$ cat config.mk
export PLATFORM = sky130hd
export DESIGN_NAME = shared_bus_arbiter
export DESIGN_NICKNAME = d
export VERILOG_FILES = /design/src/rtl/cache_bus_pkg.sv /design/src/rtl/rr_picker.sv /design/src/rtl/shared_bus_arbiter.sv
export SDC_FILE = /design/constraint.sdc
export NUM_CORES = 1
export LEC_CHECK = 0
export CORE_MARGIN = 2
export CORE_UTILIZATION = 30
export DETAILED_ROUTE_END_ITERATION = 8
export PLACE_DENSITY = 0.69
export SETUP_SLACK_MARGIN = 0.15
export SYNTH_ARGS = -nofsm -noshare
export SYNTH_HDL_FRONTEND = slang
export SYNTH_HIERARCHICAL = 1
export SYNTH_SLANG_ARGS = --single-unit
$ cat constraint.sdc
create_clock -name clk -period 2.7 [get_ports clk]
set_input_delay 0.405 -clock clk [delete_from_list [all_inputs] [get_ports clk]]
set_output_delay 0.405 -clock clk [all_outputs]
set_load 0.05 [all_outputs]
$ cat src/rtl/cache_bus_pkg.sv
// Shared snooping-bus definitions: arbiter state encoding, bus command codes
// and snoop result codes, plus the snoop-code normalisation helper.
package cache_bus_pkg;

  // Transaction phases of the bus arbiter.
  typedef enum logic [2:0] {
    ST_IDLE    = 3'd0,
    ST_ADDR    = 3'd1,
    ST_SNOOP   = 3'd2,
    ST_DATA    = 3'd3,
    ST_RELEASE = 3'd4
  } bus_state_e;

  // Bus command codes; anything not listed is handled as a data-carrying command.
  localparam int unsigned CMD_NOP        = 0;
  localparam int unsigned CMD_READ       = 1;
  localparam int unsigned CMD_WRITE      = 2;
  localparam int unsigned CMD_INVALIDATE = 3;
  localparam int unsigned CMD_RWIM       = 4;

  // Snoop result codes.
  typedef logic [1:0] snoop_t;
  localparam snoop_t SNOOP_HIT   = 2'b00;
  localparam snoop_t SNOOP_HITM  = 2'b01;
  localparam snoop_t SNOOP_NOHIT = 2'b10;

  // The reserved code 2'b11 is folded onto NOHIT.
  function automatic snoop_t snoop_normalize(input snoop_t s);
    return (s == 2'b11) ? SNOOP_NOHIT : s;
  endfunction

endpackage

$ cat src/rtl/rr_picker.sv
// Combinational round-robin priority encoder.
// Ports:
//   req      in  N      request vector
//   ptr      in  PTR_W  index with highest priority; search ascends with wrap
//   winner_c out N      one-hot winner, all-zero when nothing is requested
//   any_c    out 1      at least one request is present
module rr_picker #(
  parameter int unsigned N     = 4,
  parameter int unsigned PTR_W = 2
) (
  input  logic [N-1:0]     req,
  input  logic [PTR_W-1:0] ptr,
  output logic [N-1:0]     winner_c,
  output logic             any_c
);

  // Walk the requests starting at ptr; the first hit wins.
  always_comb begin
    logic             found;
    logic [PTR_W-1:0] idx;
    winner_c = '0;
    found    = 1'b0;
    idx      = '0;
    for (int unsigned k = 0; k < N; k++) begin
      idx = PTR_W'((32'(ptr) + k) % N);
      if (!found && req[idx]) begin
        winner_c[idx] = 1'b1;
        found         = 1'b1;
      end
    end
  end

  assign any_c = |req;

endmodule

$ cat src/rtl/shared_bus_arbiter.sv
// Shared snooping-bus arbiter: grants the bus round-robin among REQUESTERS
// masters and walks each transaction through address broadcast, snoop-result
// collection, data transfer and release. Single driver of the command/address
// lines and single source of grants.
// Ports:
//   clk, reset_n        clock, asynchronous active-low reset
//   req                 per-master request, held until that master sees done
//   cmd_in / addr_in    per-master command / address, slice i = master i
//   snoop_valid/in      snoop result strobe and code (sampled in SNOOP only)
//   data_done           last data beat (sampled in DATA only)
//   gnt                 one-hot grant or zero
//   bus_valid           one-cycle command/address broadcast strobe
//   bus_cmd / bus_addr  broadcast command / address, held until next grant
//   snoop_result        captured snoop result, held until next capture
//   done                one-cycle transaction-complete pulse
//   busy                high whenever the arbiter is not idle
module shared_bus_arbiter
  import cache_bus_pkg::*;
#(
  parameter int unsigned REQUESTERS   = 4,
  parameter int unsigned COMMAND_SIZE = 8,
  parameter int unsigned ADDRESS_SIZE = 32,
  parameter int unsigned SNOOP_WAIT   = 3
) (
  input  logic                               clk,
  input  logic                               reset_n,
  input  logic [REQUESTERS-1:0]              req,
  input  logic [REQUESTERS*COMMAND_SIZE-1:0] cmd_in,
  input  logic [REQUESTERS*ADDRESS_SIZE-1:0] addr_in,
  input  logic                               snoop_valid,
  input  logic [1:0]                         snoop_in,
  input  logic                               data_done,
  output logic [REQUESTERS-1:0]              gnt,
  output logic                               bus_valid,
  output logic [COMMAND_SIZE-1:0]            bus_cmd,
  output logic [ADDRESS_SIZE-1:0]            bus_addr,
  output logic [1:0]                         snoop_result,
  output logic                               done,
  output logic                               busy
);

  localparam int unsigned PTR_W = (REQUESTERS > 1) ? $clog2(REQUESTERS) : 1;
  localparam int unsigned CNT_W = $clog2(SNOOP_WAIT + 1);

  bus_state_e              state_q, state_d;
  logic [REQUESTERS-1:0]   gnt_q, gnt_d;
  logic [PTR_W-1:0]        ptr_q, ptr_d;
  logic [PTR_W-1:0]        win_q, win_d;
  logic [COMMAND_SIZE-1:0] cmd_q, cmd_d;
  logic [ADDRESS_SIZE-1:0] addr_q, addr_d;
  snoop_t                  snoop_q, snoop_d;
  logic [CNT_W-1:0]        cnt_q, cnt_d;
  logic                    bus_valid_q, bus_valid_d;
  logic                    done_q, done_d;
  logic                    busy_q, busy_d;

  logic [REQUESTERS-1:0]   pick_onehot;
  logic                    pick_any;
  logic [PTR_W-1:0]        pick_idx;
  logic [COMMAND_SIZE-1:0] sel_cmd;
  logic [ADDRESS_SIZE-1:0] sel_addr;
  logic [PTR_W-1:0]        ptr_after;
  logic                    snoop_expired;
  logic                    is_invalidate;
  logic                    to_release;

  rr_picker #(
    .N     (REQUESTERS),
    .PTR_W (PTR_W)
  ) u_picker (
    .req      (req),
    .ptr      (ptr_q),
    .winner_c (pick_onehot),
    .any_c    (pick_any)
  );

  // Encode the one-hot winner and select its command/address slices.
  always_comb begin
    pick_idx = '0;
    sel_cmd  = '0;
    sel_addr = '0;
    for (int unsigned i = 0; i < REQUESTERS; i++) begin
      if (pick_onehot[i]) begin
        pick_idx = PTR_W'(i);
        sel_cmd  = cmd_in[i*COMMAND_SIZE +: COMMAND_SIZE];
        sel_addr = addr_in[i*ADDRESS_SIZE +: ADDRESS_SIZE];
      end
    end
  end

  // Priority moves to the master just after the one being served.
  assign ptr_after     = (win_q == PTR_W'(REQUESTERS - 1)) ? '0 : win_q + PTR_W'(1);
  // The counter holds the number of SNOOP cycles already spent without a result.
  assign snoop_expired = (cnt_q == CNT_W'(SNOOP_WAIT - 1));
  assign is_invalidate = (cmd_q == COMMAND_SIZE'(CMD_INVALIDATE));

  // Next-state and registered-output logic.
  always_comb begin
    state_d     = state_q;
    gnt_d       = gnt_q;
    ptr_d       = ptr_q;
    win_d       = win_q;
    cmd_d       = cmd_q;
    addr_d      = addr_q;
    snoop_d     = snoop_q;
    cnt_d       = cnt_q;
    bus_valid_d = 1'b0;
    done_d      = 1'b0;
    to_release  = 1'b0;

    case (state_q)
      ST_IDLE: begin
        if (pick_any) begin
          gnt_d       = pick_onehot;
          win_d       = pick_idx;
          cmd_d       = sel_cmd;
          addr_d      = sel_addr;
          bus_valid_d = 1'b1;
          state_d     = ST_ADDR;
        end
      end
      ST_ADDR: begin
        cnt_d   = '0;
        state_d = ST_SNOOP;
      end
      ST_SNOOP: begin
        if (snoop_valid || snoop_expired) begin
          snoop_d = snoop_valid ? snoop_normalize(snoop_in) : SNOOP_NOHIT;
          if (is_invalidate) begin
            to_release = 1'b1;
          end else begin
            state_d = ST_DATA;
          end
        end else begin
          cnt_d = cnt_q + CNT_W'(1);
        end
      end
      ST_DATA: begin
        if (data_done) begin
          to_release = 1'b1;
        end
      end
      ST_RELEASE: begin
        state_d = ST_IDLE;
      end
      default: begin
        state_d = ST_IDLE;
      end
    endcase

    // Entering RELEASE drops the grant and raises done for exactly that cycle.
    if (to_release) begin
      state_d = ST_RELEASE;
      gnt_d   = '0;
      done_d  = 1'b1;
      ptr_d   = ptr_after;
    end

    busy_d = (state_d != ST_IDLE);
  end

  // State and output registers.
  always_ff @(posedge clk or negedge reset_n) begin
    if (!reset_n) begin
      state_q     <= ST_IDLE;
      gnt_q       <= '0;
      ptr_q       <= '0;
      win_q       <= '0;
      cmd_q       <= '0;
      addr_q      <= '0;
      snoop_q     <= SNOOP_NOHIT;
      cnt_q       <= '0;
      bus_valid_q <= 1'b0;
      done_q      <= 1'b0;
      busy_q      <= 1'b0;
    end else begin
      state_q     <= state_d;
      gnt_q       <= gnt_d;
      ptr_q       <= ptr_d;
      win_q       <= win_d;
      cmd_q       <= cmd_d;
      addr_q      <= addr_d;
      snoop_q     <= snoop_d;
      cnt_q       <= cnt_d;
      bus_valid_q <= bus_valid_d;
      done_q      <= done_d;
      busy_q      <= busy_d;
    end
  end

  assign gnt          = gnt_q;
  assign bus_valid    = bus_valid_q;
  assign bus_cmd      = cmd_q;
  assign bus_addr     = addr_q;
  assign snoop_result = snoop_q;
  assign done         = done_q;
  assign busy         = busy_q;

endmodule

Word level (Yosys, flattened, before mapping):

Index checks and enable logic that the tools add are counted.

* $add $sub $neg: 5
* magnitude comparators: 8
* equal/unequal tests: 8
* multiplexer cells: 54
* bitwise logic cells: 3
* reductions and logical operators: 21

Operators with widths (number)
* 32-bit two-way mux: 4
* 8-bit two-way mux: 4
* 4-bit two-way mux: 7
* 1-bit two-way mux: 18
* 2-bit by 3-bit less-than comparator with 1-bit output, second input constant: 4
* 2-bit two-way mux: 6
* 3-bit two-way mux: 4
* 4-bit bitwise OR: 3
* 3-bit one-hot mux with 4 select lines: 1
* 1-bit binary-select mux with 2-bit select: 4
* 1-bit demux with 2-bit select: 4
* 8-bit by 2-bit equality test with 1-bit output, second input constant: 1
* 2-bit by 1-bit >= comparator with 1-bit output, second input constant: 4
* 2-bit AND reduction: 4
* 1-bit logical AND: 7
* 2-bit by 1-bit adder with 2-bit output, second input constant: 3
* 2-bit equality test, second input constant: 3
* 3-bit by 2-bit equality test with 1-bit output, second input constant: 2
* 2-bit nonzero test: 3
* 2-bit adder, second input constant: 2
* 2-bit one-hot mux with 2 select lines: 1
* 4-bit OR reduction: 1
* 3-bit by 1-bit equality test with 1-bit output, second input constant: 1
* 1-bit logical NOT: 3
* other kinds (5): 5

* register bits: 58
* output and inout port bits: 49
* logic and storage cells: 110

Depth between registers and ports, before layout:

* word-level depth: 16
* gate-level depth with buffers: 13
* depth with buffers taken out: 10

Hierarchy:

Netlist, hierarchy kept.

By module, submodules not included
* shared_bus_arbiter: instances 1, cells each 311, area an instance 3330.7 um^2
* rr_picker: instances 1, cells each 37, area an instance 345.3 um^2

Least setup slack after synthesis:

OpenSTA, ideal clock, no wires.

* path type: register to register
* start: register ptr_q[0]
* end: register cmd_q[7], in the netlist bus_cmd[7]
* setup time: 0.066 ns
* arrival time: 2.863 ns
* data required time: 2.634 ns
* setup slack: -0.229 ns
* stages on the path, launching flop included: 12
* period minus slack after synthesis: 2.929 ns
* cell sequence: dfrtp_1 inv_1 ha_1 mux4_2 nor4b_4 nand2_1 o211ai_1 clkbuf_1 buf_1 a221oi_2 o21ai_1 o21a_1

* elaborated cells between the ends (all ways): 51

RTL lines
* start: declaration: RTL line shared_bus_arbiter.sv:47 `logic [PTR_W-1:0] ptr_q, ptr_d;`
* start signal: assignment: RTL line shared_bus_arbiter.sv:179 `ptr_q <= ptr_d;`
* branches (longest 11 deep; another with 2-bit by 3-bit less-than comparator with 1-bit output)
* 4-bit two-way mux *: RTL line rr_picker.sv:26 `if (!found && req[idx]) begin`
* named net pick_onehot[3]: RTL line shared_bus_arbiter.sv:57 `logic [REQUESTERS-1:0] pick_onehot;`
* 8-bit two-way mux *: RTL line shared_bus_arbiter.sv:83 `if (pick_onehot[i]) begin`
* end signal: assignment: RTL line shared_bus_arbiter.sv:181 `cmd_q <= cmd_d;`
* end: declaration: RTL line shared_bus_arbiter.sv:49 `logic [COMMAND_SIZE-1:0] cmd_q, cmd_d;`

Mark *: on every way through the listed nets, which the timed path passes. The select of a mux whose other input is x is not followed.
A chain may end at the register's enable or synchronous reset.

Worst setup path after layout:

* start: register ptr_q[0]
* end: register addr_q[7], in the netlist bus_addr[7]

* elaborated cells between the ends (all ways): 51

RTL lines
* branches (longest 11 deep; another with 2-bit by 3-bit less-than comparator with 1-bit output)
* 4-bit two-way mux *: RTL line rr_picker.sv:26
* named net pick_onehot[3]: RTL line shared_bus_arbiter.sv:57
* 32-bit two-way mux *: RTL line shared_bus_arbiter.sv:83
* end signal: assignment: RTL line shared_bus_arbiter.sv:182 `addr_q <= addr_d;`
* end: declaration: RTL line shared_bus_arbiter.sv:50 `logic [ADDRESS_SIZE-1:0] addr_q, addr_d;`

Marked as above.

==> out/metrics.cfg <==
[run_status]
outcome=finished, violations left
violations=setup timing

[sta]
worst_slack_ns=-0.09272
period_share_pct=103.4
rsz0062_at_grt=true
tns_ns=-2.382
worst_pin_slew_ns=0.7577
finClkSkew_ns=0.009399
fin_crit_ns=2.793
clock.fmax_ghz=0.3581
hold_violations=0
drv_slew=0
relSlewSlack_pct=49.49
final-setup-viol-count=40

[cts]
htree_levels=3
cts_tree=yes
clk_pin_slew_ns=0.05
clk_latency_ns=0.33
cts-root-buf=clkbuf_16
cts_buffer_depth=2
cts_hold_buf=0
clkSinkCount=58
numCtsBuffers=9

[logic_synthesis]
synth_async_sr_flop_share_pct=100.0
synth_common_cells=dfrtp_1, a22oi_1, o21a_1, o21ai_1, a221oi_2
yosysMostFrequentCell=dfrtp_1
synth-seq-cells=58
synthFlopType=dfrtp_1
syn_area_mm2=0.003676
synth_top_area_share_pct=38.80
synth-seq-area-share_pct=39.52
synth-edff-count=0
yosysWarnings=6
synth_largest_area_cell=dfrtp_1
syn_nets=526
syn-mean-instance-area_um2=10.56
netlist_top_cells_area=dfrtp_1, a221oi_2, a22oi_1
post_synth_num_cell_types=39
syn-instance-count=348

[routing]
via_count=3976
wl_per_cell_um=19.85
ant_nets=0
routed_via_density=5.358
routed_wl_um=14730
drt-initial-drc-count=133
drc_errors=0
first_pass_iters=4

[final_layout]
areaGrowthSynthToFinish_pct=90.78
fin_cells=742
antenna_cells=0
fill_cells=1029
final_nets=768
drive_gt1_share_pct=24.37

[grt]
grt_pass1_wl_um=21330
grt-ovfl-total=0
grt_max_degree=48
grt_usage_pct=21.23
grt_pass1_vias=4057
antenna_found_initial=0

[worst_setup_path]
worstSetupPathType=register to register
cp_top_family=buffers and inverters
path_cells=inv_2 -> ha_4 -> mux4_2 -> buf_6 -> a21oi_2 -> a21o_2 -> o211ai_1 -> buf_4 -> nor4b_4 -> buf_6 -> buf_12 -> a221oi_4 -> o21ai_1 -> o21a_1
critPathArrivalTime_ns=3.05
critPathMostFrequentCell=buf_6
worstPathRequired_ns=2.96
r2r_slack_ns=-0.09
critPathBufInv=5
max_stage_delay_ns=0.40
path_max_fanout=5
worst_setup_path_end_kind=register
cpMaxStageDelayCell=dfrtp_2
cp-start-kind=register

[die]
fp.dieW_um=114.7
dieArea_mm2=0.01315
die_y_um=114.7
start_util_pct=30.73
ios=219
fp-row-count=40
core_area_mm2=0.01196

[flow_run]
drv_cap=0

[hold_path]
hp-class=input port to async pin

[placement]
pre_cts_slack_ns=-0.5305
io_buffers=218
gp_congestion=0.8183
dp_hpwl_um=10010
place_inst=701

[power]
power_density_mw_per_mm2=1501
ir_drop_mv=0.7140
power_mw=10.53
p_leak_nw=2.726

[final timing paths]
| check | startpoint | endpoint | cells past startpoint |
|---|---|---|---|
| max in group asynchronous | reset_n | snoop_result[1]$_DFFE_PN1P_ | 2 |
| hold / removal | reset_n | bus_addr[10]$_DFFE_PN0P_ | 1 |
| setup reg to reg | ptr_q[0]$_DFFE_PN0P_ | bus_addr[7]$_DFFE_PN0P_ | 14 |
| min in group clk | bus_addr[21]$_DFFE_PN0P_ | bus_addr[21]$_DFFE_PN0P_ | 1 |
| setup / recovery | ptr_q[0]$_DFFE_PN0P_ | bus_addr[7]$_DFFE_PN0P_ | 14 |
| hold reg to reg | bus_addr[21]$_DFFE_PN0P_ | bus_addr[21]$_DFFE_PN0P_ | 1 |
[kinds of logic after synthesis]
kind of cell               share of synthesized area (%)
AOI/OAI and AO/OA                                  42.27
DFF                                                39.52
buffers and inverters                              6.058
and+or+nand+nor                                    6.161
adders and majority gates                          2.723
muxes                                              3.267
[final cells by class]
| cell class | instances | area (um^2) | area share, % |
|---|---|---|---|
| flip-flops and latches | 58 | 1455 | 20.75 |
| clock buffers | 11 | 242.7 | 3.461 |
| well taps | 147 | 183.9 | 2.623 |
| repair buffers | 266 | 2840 | 40.50 |
| inverters | 9 | 33.78 | 0.4817 |
| clock inverters | 5 | 53.80 | 0.7672 |
| multi-input cells | 246 | 2203 | 31.42 |
[stage by stage]
stage	instance area [um^2]	utilization [%]	hold WS [ns]
after global placement	6233	52.11	0.4687
final	7013	58.63	0.1499
after floorplan	3791	-	0.1094
after CTS	6905	57.73	0.1579
after detailed placement	6233	52.11	0.4787
after global routing	7013	58.63	0.1965
[metal layers]
metal  track usage, %  part of all wire, %  up-vias
li1                 -                    -     1865
met1            23.50                   39     1924
met2            38.62                   51      159
met3            5.558                  7.7       28
met4            8.434                  2.5        0
met5                0                    0        -
[placed cells by master, fill, tap and decap left out, drive strengths merged, types with 2 or more instances in the layout]
cell,instances
nor4b,2
a21o,4
o21a,40
nor2,9
mux2,2
a22oi,40
clkbuf,14
dfrtp,57
o211ai,4
mux4,4
a221oi,40
ha,8
clkinv,5
clkdlybuf4s50,213
a22o,3
o32ai,2
nor3,2
nand2,21
buf,45
dlygate4sd2,4
or2,2
a21oi,9
o21ai,45
inv,8
[power breakdown]
group          leakage, nW  internal [mW]  switching (mW)
clock network        0.149          0.735           0.392
logic                 1.90           3.55            4.25
registers            0.673           1.32           0.283
total                 2.73           5.60            4.93
[state kept, by name, summed over array words and instances, names as in the netlist]
| register | count |
|---|---|
| bus_addr | 32 |
| bus_cmd | 8 |
| gnt | 4 |
| state_q | 3 |
| cnt_q | 2 |
| ptr_q | 2 |
| snoop_result | 2 |
| win_q | 2 |
| bus_valid | 1 |
| busy | 1 |
| done | 1 |
[timing repair]
| action | 4_1_cts | 5_1_grt |
|---|---|---|
| setup endpoints to repair | 43 | 43 |
| pin swaps | 12 | 2 |
| buffers inserted | 16 | 1 |
| gates cloned | 5 | 3 |
| resized for setup | 35 | 6 |
(Power assumes the default switching activity.)
